[config.mk]
export PLATFORM = sky130hd
export DESIGN_NAME = mil1553_tx_encoder
export DESIGN_NICKNAME = d
export VERILOG_FILES = /design/src/rtl/mil1553_pkg.sv /design/src/rtl/mil1553_halfbit_tick.sv /design/src/rtl/mil1553_tx_encoder.sv
export SDC_FILE = /design/constraint.sdc
export NUM_CORES = 1
export LEC_CHECK = 0
export ABC_CLOCK_PERIOD_IN_PS = 8200
export CORE_MARGIN = 4
export CORE_UTILIZATION = 50
export DETAILED_ROUTE_END_ITERATION = 10
export GPL_TIMING_DRIVEN = 0
export PLACE_DENSITY = 0.74
export RECOVER_POWER = 100
export SYNTH_ARGS = -nofsm -noshare
export SYNTH_HDL_FRONTEND = slang
export SYNTH_SLANG_ARGS = --single-unit
export TNS_END_PERCENT = 10
[constraint.sdc]
create_clock -name aclk -period 8.2 [get_ports aclk]
set_clock_uncertainty 0.05 [all_clocks]
set_input_delay 1.64 -clock aclk [delete_from_list [all_inputs] [get_ports aclk]]
set_output_delay 1.64 -clock aclk [all_outputs]
set_load 0.02 [all_outputs]
[src/rtl/mil1553_pkg.sv]
`default_nettype none
// ============================================================================
//  Module      : mil1553_pkg
//  Description : Shared types and constants for the MIL-STD-1553 Manchester II
//                transmit encoder: state enumeration, sync patterns (TX+
//                half-bit levels, first half-bit in the MSB), word geometry
//                and the odd-parity helper.
//  Ports       : none (package)
//  Revision    : 1.0  initial release
// ============================================================================
package mil1553_pkg;

  typedef enum logic [2:0] {
    IDLE   = 3'd0,
    SYNC   = 3'd1,
    DATA   = 3'd2,
    PARITY = 3'd3,
    GAP    = 3'd4
  } state_e;

  localparam logic [5:0] SYNC_CMD        = 6'b111000;
  localparam logic [5:0] SYNC_DATA       = 6'b000111;
  localparam int         WORD_HALFBITS   = 40;
  localparam int         SYNC_HALFBITS   = 6;
  localparam int         DATA_HALFBITS   = 32;
  localparam int         PARITY_HALFBITS = 2;

  // Odd parity over data plus parity bit: parity bit set when data has an
  // even number of ones.
  function automatic logic odd_parity(input logic [15:0] data);
    return ~^data;
  endfunction

endpackage
`default_nettype wire

[src/rtl/mil1553_halfbit_tick.sv]
`default_nettype none
// ============================================================================
//  Module      : mil1553_halfbit_tick
//  Description : Half-bit timebase. Counts aclk cycles while enabled and
//                emits a one-clock strobe on the last clock of every half-bit
//                (every CLOCK_SPEED/2000000 clocks). Restart forces the count
//                back to zero so a new word starts on a clean half-bit.
//  Parameters  : CLOCK_SPEED - aclk frequency in Hz (multiple of 2 MHz)
//  Ports       : aclk_i     in  1  clock
//                reset_i    in  1  synchronous active-high reset
//                en_i       in  1  count enable (held at zero when low)
//                restart_i  in  1  restart the half-bit from clock 0
//                tick_o     out 1  last clock of the current half-bit
//  Revision    : 1.0  initial release
// ============================================================================
module mil1553_halfbit_tick #(
  parameter int CLOCK_SPEED = 12000000
) (
  input  logic aclk_i,
  input  logic reset_i,
  input  logic en_i,
  input  logic restart_i,
  output logic tick_o
);

  localparam int HB    = CLOCK_SPEED / 2000000;
  localparam int CNT_W = (HB > 1) ? $clog2(HB) : 1;
  localparam logic [CNT_W-1:0] CNT_LAST = CNT_W'(HB - 1);

  logic [CNT_W-1:0] cnt_q;
  logic [CNT_W-1:0] cnt_d;

  always_comb begin
    cnt_d = cnt_q;
    if (restart_i || !en_i) begin
      cnt_d = '0;
    end else if (cnt_q == CNT_LAST) begin
      cnt_d = '0;
    end else begin
      cnt_d = cnt_q + 1'b1;
    end
  end

  always_ff @(posedge aclk_i) begin
    if (reset_i) begin
      cnt_q <= '0;
    end else begin
      cnt_q <= cnt_d;
    end
  end

  assign tick_o = en_i && (cnt_q == CNT_LAST);

endmodule
`default_nettype wire

[src/rtl/mil1553_tx_encoder.sv]
`default_nettype none
// ============================================================================
//  Module      : mil1553_tx_encoder
//  Description : MIL-STD-1553 Manchester II transmit encoder. Accepts 16-bit
//                words on an AXI-stream slave and sends 3-bit-time sync, 16
//                data bits MSB first and an odd parity bit at 1 Mbit/s on the
//                transceiver TX+/TX- pair. Back-to-back words are sent with
//                no gap when the next word is offered on the last clock of
//                the parity bit; otherwise a bus-quiet gap follows.
//  Parameters  : CLOCK_SPEED  - aclk frequency in Hz (multiple of 2 MHz, >= 4 MHz)
//                GAP_HALFBITS - quiet half-bits after a non-contiguous word
//  Config      : MIL1553_TX_PARITY_INJECT_EN - when defined, s_axis_tuser[1]
//                inverts the transmitted parity bit (parity error injection)
//  Ports       : aclk           in  1   clock
//                reset          in  1   synchronous active-high reset
//                s_axis_tdata   in  16  word payload, bit 15 first
//                s_axis_tuser   in  8   [0] command/status sync, [1] parity inject
//                s_axis_tvalid  in  1   word available
//                s_axis_tready  out 1   word accepted this clock
//                tx_diff        out 2   {TX+, TX-}, 2'b00 when idle
//                tx_en          out 1   transceiver drive enable
//  Revision    : 1.0  initial release
// ============================================================================
module mil1553_tx_encoder
  import mil1553_pkg::*;
#(
  parameter int CLOCK_SPEED  = 12000000,
  parameter int GAP_HALFBITS = 8
) (
  input  logic        aclk,
  input  logic        reset,
  input  logic [15:0] s_axis_tdata,
  input  logic [7:0]  s_axis_tuser,
  input  logic        s_axis_tvalid,
  output logic        s_axis_tready,
  output logic [1:0]  tx_diff,
  output logic        tx_en
);

  localparam int IDX_MAX = (GAP_HALFBITS > DATA_HALFBITS) ? GAP_HALFBITS : DATA_HALFBITS;
  localparam int IDX_W   = $clog2(IDX_MAX);

  localparam logic [IDX_W-1:0] SYNC_LAST   = IDX_W'(SYNC_HALFBITS - 1);
  localparam logic [IDX_W-1:0] DATA_LAST   = IDX_W'(DATA_HALFBITS - 1);
  localparam logic [IDX_W-1:0] PARITY_LAST = IDX_W'(PARITY_HALFBITS - 1);
  localparam logic [IDX_W-1:0] GAP_LAST    = IDX_W'(GAP_HALFBITS - 1);

  state_e            state_q, state_d;
  logic [IDX_W-1:0]  idx_q, idx_d;
  logic [15:0]       word_q, word_d;
  logic              cmd_q, cmd_d;
  logic              par_q, par_d;
  logic              rdy_en_q;
  logic [1:0]        tx_diff_q, tx_diff_d;
  logic              tx_en_q, tx_en_d;

  logic              tick;
  logic              hs;
  logic              load;
  logic              par_new;
  logic              lvl;
  logic              active;
  logic [5:0]        sync_sh;
  logic [15:0]       data_sh;
  logic              unused_tuser_w;

`ifdef MIL1553_TX_PARITY_INJECT_EN
  assign par_new        = odd_parity(s_axis_tdata) ^ s_axis_tuser[1];
  assign unused_tuser_w = ^s_axis_tuser[7:2];
`else
  assign par_new        = odd_parity(s_axis_tdata);
  assign unused_tuser_w = ^s_axis_tuser[7:1];
`endif

  mil1553_halfbit_tick #(
    .CLOCK_SPEED (CLOCK_SPEED)
  ) u_tick (
    .aclk_i    (aclk),
    .reset_i   (reset),
    .en_i      (state_q != IDLE),
    .restart_i (hs),
    .tick_o    (tick)
  );

  // Ready is open while idle and for the single last clock of the parity
  // bit; rdy_en_q keeps it low for the first clock after reset.
  assign s_axis_tready = rdy_en_q &&
                         ((state_q == IDLE) ||
                          ((state_q == PARITY) && (idx_q == PARITY_LAST) && tick));
  assign hs = s_axis_tvalid && s_axis_tready;

  // Next state and half-bit index
  always_comb begin
    state_d = state_q;
    idx_d   = idx_q;
    load    = 1'b0;
    case (state_q)
      IDLE: begin
        if (hs) begin
          state_d = SYNC;
          idx_d   = '0;
          load    = 1'b1;
        end
      end
      SYNC: begin
        if (tick) begin
          if (idx_q == SYNC_LAST) begin
            state_d = DATA;
            idx_d   = '0;
          end else begin
            idx_d = idx_q + 1'b1;
          end
        end
      end
      DATA: begin
        if (tick) begin
          if (idx_q == DATA_LAST) begin
            state_d = PARITY;
            idx_d   = '0;
          end else begin
            idx_d = idx_q + 1'b1;
          end
        end
      end
      PARITY: begin
        if (tick) begin
          idx_d = '0;
          if (idx_q == PARITY_LAST) begin
            if (hs) begin
              state_d = SYNC;
              load    = 1'b1;
            end else if (GAP_HALFBITS > 0) begin
              state_d = GAP;
            end else begin
              state_d = IDLE;
            end
          end else begin
            idx_d = idx_q + 1'b1;
          end
        end
      end
      GAP: begin
        if (tick) begin
          if (idx_q == GAP_LAST) begin
            state_d = IDLE;
            idx_d   = '0;
          end else begin
            idx_d = idx_q + 1'b1;
          end
        end
      end
      default: begin
        state_d = IDLE;
        idx_d   = '0;
      end
    endcase
  end

  // Word capture
  always_comb begin
    word_d = word_q;
    cmd_d  = cmd_q;
    par_d  = par_q;
    if (load) begin
      word_d = s_axis_tdata;
      cmd_d  = s_axis_tuser[0];
      par_d  = par_new;
    end
  end

  // Line level for the half-bit that will be on the bus next clock. Computed
  // from next-state values so the registered outputs line up with the state.
  // Manchester: second half of each bit is the complement of the first.
  always_comb begin
    sync_sh   = (cmd_d ? SYNC_CMD : SYNC_DATA) << idx_d[2:0];
    data_sh   = word_d << idx_d[4:1];
    lvl       = 1'b0;
    active    = 1'b0;
    case (state_d)
      SYNC: begin
        active = 1'b1;
        lvl    = sync_sh[5];
      end
      DATA: begin
        active = 1'b1;
        lvl    = data_sh[15] ^ idx_d[0];
      end
      PARITY: begin
        active = 1'b1;
        lvl    = par_d ^ idx_d[0];
      end
      default: begin
        active = 1'b0;
        lvl    = 1'b0;
      end
    endcase
    tx_en_d   = active;
    tx_diff_d = active ? {lvl, ~lvl} : 2'b00;
  end

  always_ff @(posedge aclk) begin
    if (reset) begin
      state_q   <= IDLE;
      idx_q     <= '0;
      word_q    <= '0;
      cmd_q     <= 1'b0;
      par_q     <= 1'b0;
      rdy_en_q  <= 1'b0;
      tx_diff_q <= 2'b00;
      tx_en_q   <= 1'b0;
    end else begin
      state_q   <= state_d;
      idx_q     <= idx_d;
      word_q    <= word_d;
      cmd_q     <= cmd_d;
      par_q     <= par_d;
      rdy_en_q  <= 1'b1;
      tx_diff_q <= tx_diff_d;
      tx_en_q   <= tx_en_d;
    end
  end

  assign tx_diff = tx_diff_q;
  assign tx_en   = tx_en_q;

endmodule
`default_nettype wire

==> run_results.csv, run 1 <==
group,metric,value,unit
outcome,outcome,"finished, final reports clean",
die,fp.coreArea,4060,um2
synth,avgSynthCellArea,8.10,um2
clock_network,worst_skew_pair.late_latency,0.29,ns
clock_network,cts_max_level,2,
timing,worst_pin_slew,0.973,ns
clock_network,bufs_on_longest_clock_path,2,
grt,grt-ovfl-total,0,
die,chipWidth,73.3,um
pwr,ir_worst_vdd,124,uV
finish,number_of_fill_cells_in_the_layout,388,
clock_network,cts_buffers,5,
synth,postSynthNetCount,295,
timing,timing.setup.tns,0,ns
synth,synth_enable_flop_cells,0,
clock_network,postCtsSetupBuffers,0,
synth,netlist_area_pre_place,2130,um2
critical_path,worst_r2r_startpoint,"idx_q[2]",
placed_design,gp_congestion,0.869,
pwr,powerDensity,166,nW/um2
finish,fin_util,62.6,%
die,initial_core_utilization,52.5,%
timing,fmax_achieved,0.237,GHz
grt,groute.usage.overall,19.7,%
finish,final_cell_mix,"44 x sky130_fd_sc_hd__nand2_1, 33 x sky130_fd_sc_hd__dfxtp_1, 22 x sky130_fd_sc_hd__nor2_1",
route,antenna_left,0,
route,vias,1952,
placed_design,dp_slack,3.84,ns
finish,final-seq-area,661,um2
pwr,power.leakage,0.974,nW
pwr,fin_total_pwr,0.000423,W
grt,grt_antenna_before_repair,0,
clock_network,worst_setup_hold_path_clk_slew,0.07,ns
synth,yosys.cell_types.count,54,
clock_network,postCtsResizedCells,0,
route,drt-wirelength-per-cell,14.1,um
grt,grt_start_max_net_pins,12,
route,route.final.wire_length,4860,um
route,vias_per_cell,5.67,
synth,yosys_most_used_dff,"sky130_fd_sc_hd__dfxtp_1",
critical_path,timing.critical_path.from_type,"input port",
critical_path,crit_type,"input port to flip-flop",
route,post-route-drc-count,0,
timing,finalCritPeriodShare,51.4,%
timing,setup_repair_after_global_routing_missed_its_margin,"false",
critical_path,reg2reg_slack,4.94,ns
synth,ys_async_sr_fraction,0,%
route,drt_pass1_iterations,4,
die,floorplan.rows,23,
synth,yosysWarnings,0,
finish,design.final.nets,325,
route,drtIter0Drc,156,
min_path,hold_path.class,"flip-flop to flip-flop",
placed_design,place_hpwl,3720,um
critical_path,cp-endpoint,"tx_diff[1]",
grt,first_global_vias,1821,
placed_design,port-buffer-count,23,
timing,hold_violations,0,
die,pin_count,31,
clock_network,cts_hold_repair.buffers,0,
critical_path,critical_path_peak_fanout,5,
critical_path,crit_path_start,"s_axis_tvalid",
synth,cells_after_synthesis,263,
synth,ys_seq_area_share,31.0,%
run,cap_violations,0,
clock_network,tritoncts,"done",
critical_path,rr_endpoint,"tx_diff[1]",
die,die_height,73.3,um
synth,synthDominantAreaCellType,"sky130_fd_sc_hd__dfxtp_1",
timing,timing.slew.headroom,35.1,%
grt,grt_pass1_wl,8200,um
finish,antenna_cells,0,
clock_network,tritoncts_num_sinks,33,
synth,netlist.area_leader.share,31.0,%
finish,multi_input_area,1340,um2
critical_path,worst_ep_arrival_time,4.36,ns
clock_network,root_buffer,"sky130_fd_sc_hd__clkbuf_8",
finish,final_common_cell,"sky130_fd_sc_hd__nand2_1",
die,fp.dieArea,5370,um2
critical_path,timing.reg2reg.worst_path_depth,13,
timing,final.min_clock_period,4.22,ns
finish,ratio_of_cells_with_drive_above_1_in_the_final_layout,11.6,%
timing,timing.final.ws_setup,3.98,ns
critical_path,cp_data_required_time,8.34,ns
synth,postSynthRegisterBits,33,
min_path,whs_path_depth,2,
timing,setup_failing_eps_final,0,
critical_path,critPathCaptureType,"flip-flop",
finish,area_growth,19.3,%
synth,ys_top_cells_by_area,"sky130_fd_sc_hd__dfxtp_1 31%, sky130_fd_sc_hd__nand2_1 7.8%, sky130_fd_sc_hd__xnor2_1 6.6%, sky130_fd_sc_hd__a21oi_1 4.9%, sky130_fd_sc_hd__a211oi_1 3.9%",
timing,final-max-slew-violation-count,0,
synthesized netlist by cell type, types with 2 or more instances:
library cell               instances
sky130_fd_sc_hd__a221oi_2          4
sky130_fd_sc_hd__a31oi_1           4
sky130_fd_sc_hd__o31ai_2           2
sky130_fd_sc_hd__a211oi_1         11
sky130_fd_sc_hd__buf_6             4
sky130_fd_sc_hd__nor2_2            2
sky130_fd_sc_hd__mux2i_1           5
sky130_fd_sc_hd__ha_1              5
sky130_fd_sc_hd__or2_2             2
sky130_fd_sc_hd__dfxtp_1          33
sky130_fd_sc_hd__and3_1            4
sky130_fd_sc_hd__o21ai_0           9
sky130_fd_sc_hd__clkbuf_1          7
sky130_fd_sc_hd__or2_1             2
sky130_fd_sc_hd__nand2_1          44
sky130_fd_sc_hd__nor2b_1           4
sky130_fd_sc_hd__xnor2_1          16
sky130_fd_sc_hd__and2_1            7
sky130_fd_sc_hd__xor2_1            2
sky130_fd_sc_hd__inv_1             7
sky130_fd_sc_hd__nand3_1           5
sky130_fd_sc_hd__a22o_1            2
sky130_fd_sc_hd__nand2b_1          4
sky130_fd_sc_hd__nor2_1           22
sky130_fd_sc_hd__a21oi_1          21
sky130_fd_sc_hd__o21ai_2           3
sky130_fd_sc_hd__a211o_1           3
sky130_fd_sc_hd__buf_2             3
power by group:
group / internal, W / switching, W
clock network: 0.000121 / 0.0000607
logic: 0.0000346 / 0.0000359
registers: 0.000167 / 0.00000367
per-layer routing:
layer	GRT usage (%)	vias up	wire length, um
met2	31.8	47	2320
li1	-	981	-
met5	0	-	0
met1	24.9	910	2200
met4	8.81	0	140
met3	4.38	14	195
registers in the layout (all words and copies together), names as in the netlist:
name,count
u_tick.cnt_q,3
word_q,16
idx_q,5
state_q,3
tx_diff,2
par_q,1
tx_en,1
cmd_q,1
rdy_en_q,1
kinds of logic (layout without fill, tap and decap cells):
group | count (synthesis) | after routing | share of synthesized area, %
compound gates | 69 | 69 | 23.4
xor+xnor | 18 | 18 | 7.40
fa+ha+maj | 5 | 5 | 2.94
buf+inv | 21 | 52 | 5.28
flops | 33 | 33 | 31.0
mux | 5 | 5 | 2.35
simple gates | 112 | 112 | 27.7
through the flow:
step | hold slack (ns) | area [um2] | instances
4_1_cts | 0.409 | 2560 | 344
3_3_place_gp | 0.386 | 2420 | 336
6_report | 0.405 | 2540 | 344
2_1_floorplan | 0.371 | 2130 | 263
5_1_grt | 0.425 | 2540 | 344
3_5_place_dp | 0.396 | 2420 | 336
how the worst min path moves through the flow:
stage,from,to,slack (ns)
floorplan,u_tick.cnt_q[0],u_tick.cnt_q[0],0.37
global placement,u_tick.cnt_q[0],u_tick.cnt_q[0],0.39
detailed placement,u_tick.cnt_q[0],u_tick.cnt_q[0],0.40
CTS,word_q[10],word_q[10],0.41
global route,word_q[6],word_q[6],0.43
finish,word_q[10],word_q[10],0.40
cell type report:
class                      count  area share, %
multi-input combinational    209           52.8
buffer                        14           3.40
clock buffer                   5           2.71
timing repair buffer          23           9.06
inverter                       7           1.03
clock inverter                 3           2.56
sequential                    33           26.0
tap                           50           2.46
critical path: stages:
cell,delay (ns)
sky130_fd_sc_hd__dlygate4sd3_1,0.54
sky130_fd_sc_hd__nand2_1,0.13
sky130_fd_sc_hd__a21oi_1,0.19
sky130_fd_sc_hd__o21ai_0,0.11
sky130_fd_sc_hd__a222oi_1,0.88
sky130_fd_sc_hd__inv_1,0.09
sky130_fd_sc_hd__a221oi_1,0.28
sky130_fd_sc_hd__o31ai_2,0.10
sky130_fd_sc_hd__xor2_1,0.16
sky130_fd_sc_hd__a22o_1,0.22
No activity file was read; power rests on OpenSTA's default activity.
==> run 2, diff against run 1 <==
Settings changed: ABC_CLOCK_PERIOD_IN_PS 8200 to 3650, CORE_UTILIZATION 50 to 49, PLACE_DENSITY 0.74 to 0.76.
Clock period 8.2 ns to 3.65 ns, I/O delays scaled along.
==> run_results.csv, run 2 (synthesized netlist as in run 1, its figures left out) <==
group,metric,value,unit
outcome,outcome,"finished, final reports clean",
finish,ratio_of_cells_with_drive_above_1_in_the_final_layout,11.3,%
route,post-route-drc-count,0,
die,fp.coreArea,4120,um2
placed_design,port-buffer-count,23,
pwr,ir_worst_vdd,267,uV
route,route.final.wire_length,4900,um
clock_network,cts_buffers,5,
clock_network,tritoncts_num_sinks,33,
clock_network,worst_skew_pair.late_latency,0.29,ns
grt,first_global_vias,1841,
clock_network,postCtsSetupBuffers,0,
clock_network,cts_hold_repair.buffers,0,
clock_network,cts_max_level,2,
timing,hold_violations,0,
finish,antenna_cells,0,
timing,fmax_achieved,0.304,GHz
die,chipWidth,73.9,um
clock_network,tritoncts,"done",
clock_network,postCtsResizedCells,0,
critical_path,timing.critical_path.from_type,"flip-flop",
critical_path,critical_path_peak_fanout,5,
route,vias,1947,
placed_design,gp_congestion,0.871,
finish,design.final.nets,325,
timing,setup_failing_eps_final,0,
die,die_height,73.9,um
timing,final-max-slew-violation-count,0,
pwr,power.leakage,0.945,nW
pwr,powerDensity,331,nW/um2
critical_path,cp_data_required_time,3.80,ns
route,drt_pass1_iterations,4,
critical_path,critPathCaptureType,"flip-flop",
grt,groute.usage.overall,19.3,%
timing,setup_repair_after_global_routing_missed_its_margin,"false",
timing,timing.final.ws_setup,0.365,ns
die,initial_core_utilization,51.8,%
route,antenna_left,0,
clock_network,bufs_on_longest_clock_path,2,
run,cap_violations,0,
die,floorplan.rows,23,
finish,registers.top_by_ff_count,"word_q",
timing,timing.slew.headroom,37.4,%
die,fp.dieArea,5470,um2
timing,finalCritPeriodShare,90.0,%
timing,final.min_clock_period,3.29,ns
finish,final_common_cell,"sky130_fd_sc_hd__nand2_1",
grt,grt-ovfl-total,0,
timing,timing.setup.tns,0,ns
grt,grt_pass1_wl,8150,um
die,pin_count,31,
route,vias_per_cell,5.68,
timing,worst_pin_slew,0.938,ns
placed_design,dp_slack,0.167,ns
clock_network,root_buffer,"sky130_fd_sc_hd__clkbuf_8",
grt,grt_start_max_net_pins,11,
finish,area_growth,17.3,%
finish,largest_register_ffs,16,
critical_path,crit_type,"flip-flop to flip-flop",
route,drt-wirelength-per-cell,14.3,um
finish,largestRegisters,"word_q x16, idx_q x5",
placed_design,place_hpwl,3810,um
finish,final_cell_mix,"44 x sky130_fd_sc_hd__nand2_1, 33 x sky130_fd_sc_hd__dfxtp_1, 22 x sky130_fd_sc_hd__nor2_1",
grt,grt_antenna_before_repair,0,
min_path,hold_path.class,"flip-flop to flip-flop",
route,drtIter0Drc,114,
critical_path,worst_ep_arrival_time,3.44,ns
clock_network,worst_setup_hold_path_clk_slew,0.07,ns
## run 2: cell types whose count changed in the layout (fill, tap and decap cells not counted), sizes merged
cell	change
dlygate4sd3	-1
clkbuf	+2
clkinv	-1
clkdlybuf4s50	+1
bufinv	-2
## run 2: power breakdown
part	total, W	switching, W	leakage (nW)	internal (W)
sequential	0.000384	0.00000822	0.269	0.000376
clock	0.000282	0.000133	0.0443	0.000150
combinational	0.000160	0.0000809	0.632	0.0000793
total	0.000826	0.000222	0.945	0.000604
## run 2: area by class of cell
| cell class | instances | area (um2) |
|---|---|---|
| multi-input combinational | 209 | 1350 |
| clock buffer | 7 | 86.3 |
| inverter | 7 | 26.3 |
| timing repair buffer | 23 | 230 |
| tap | 50 | 62.6 |
| fill | 401 | 1620 |
| sequential | 33 | 661 |
| buffer | 14 | 86.3 |
## run 2: worst paths after layout
check,from,end,depth (start not counted),slack [ns]
hold / removal,u_tick.cnt_q[0],u_tick.cnt_q[0],1,0.41
hold reg to reg,u_tick.cnt_q[0],u_tick.cnt_q[0],1,0.41
setup / recovery,idx_q[0],tx_diff[0],11,0.36
setup reg to reg,idx_q[0],tx_diff[0],11,0.36
## run 2: metrics by stage
step	hold WS [ns]	cell area, um2	util (%)	cells	total power [W]
5_1_grt	0.430	2500	60.7	343	0.000865
4_1_cts	0.411	2510	61.0	343	0.000835
2_1_floorplan	0.371	2130	-	263	0.000498
3_3_place_gp	0.384	2420	58.9	336	0.000552
3_5_place_dp	0.401	2420	58.9	336	0.000555
6_report	0.408	2500	60.7	343	0.000826
## run 2: worst max-delay path: stages (launching register included)
cell,delay [ns]
sky130_fd_sc_hd__dfxtp_1,0.40
sky130_fd_sc_hd__ha_1,0.19
sky130_fd_sc_hd__nor3b_1,0.46
sky130_fd_sc_hd__and2_0,0.26
sky130_fd_sc_hd__a211o_1,0.14
sky130_fd_sc_hd__o21ai_1,0.05
sky130_fd_sc_hd__a222oi_1,0.73
sky130_fd_sc_hd__inv_1,0.13
sky130_fd_sc_hd__a221oi_2,0.28
sky130_fd_sc_hd__o31ai_2,0.09
sky130_fd_sc_hd__xor2_1,0.16
sky130_fd_sc_hd__a211oi_1,0.25
## run 2: routing by layer
metal / track usage (%) / part of all wire [%]
met1: 23.9 / 46
met2: 31.9 / 47
met3: 3.24 / 4.2
met4: 10.7 / 3.2
met5: 0 / 0
==> run 3, diff against run 2 <==
Settings changed: CTS_CLUSTER_DIAMETER set to 200.
==> results of run 3 <==
Same layout as run 2: the final DEF is identical, and so are final timing and power.
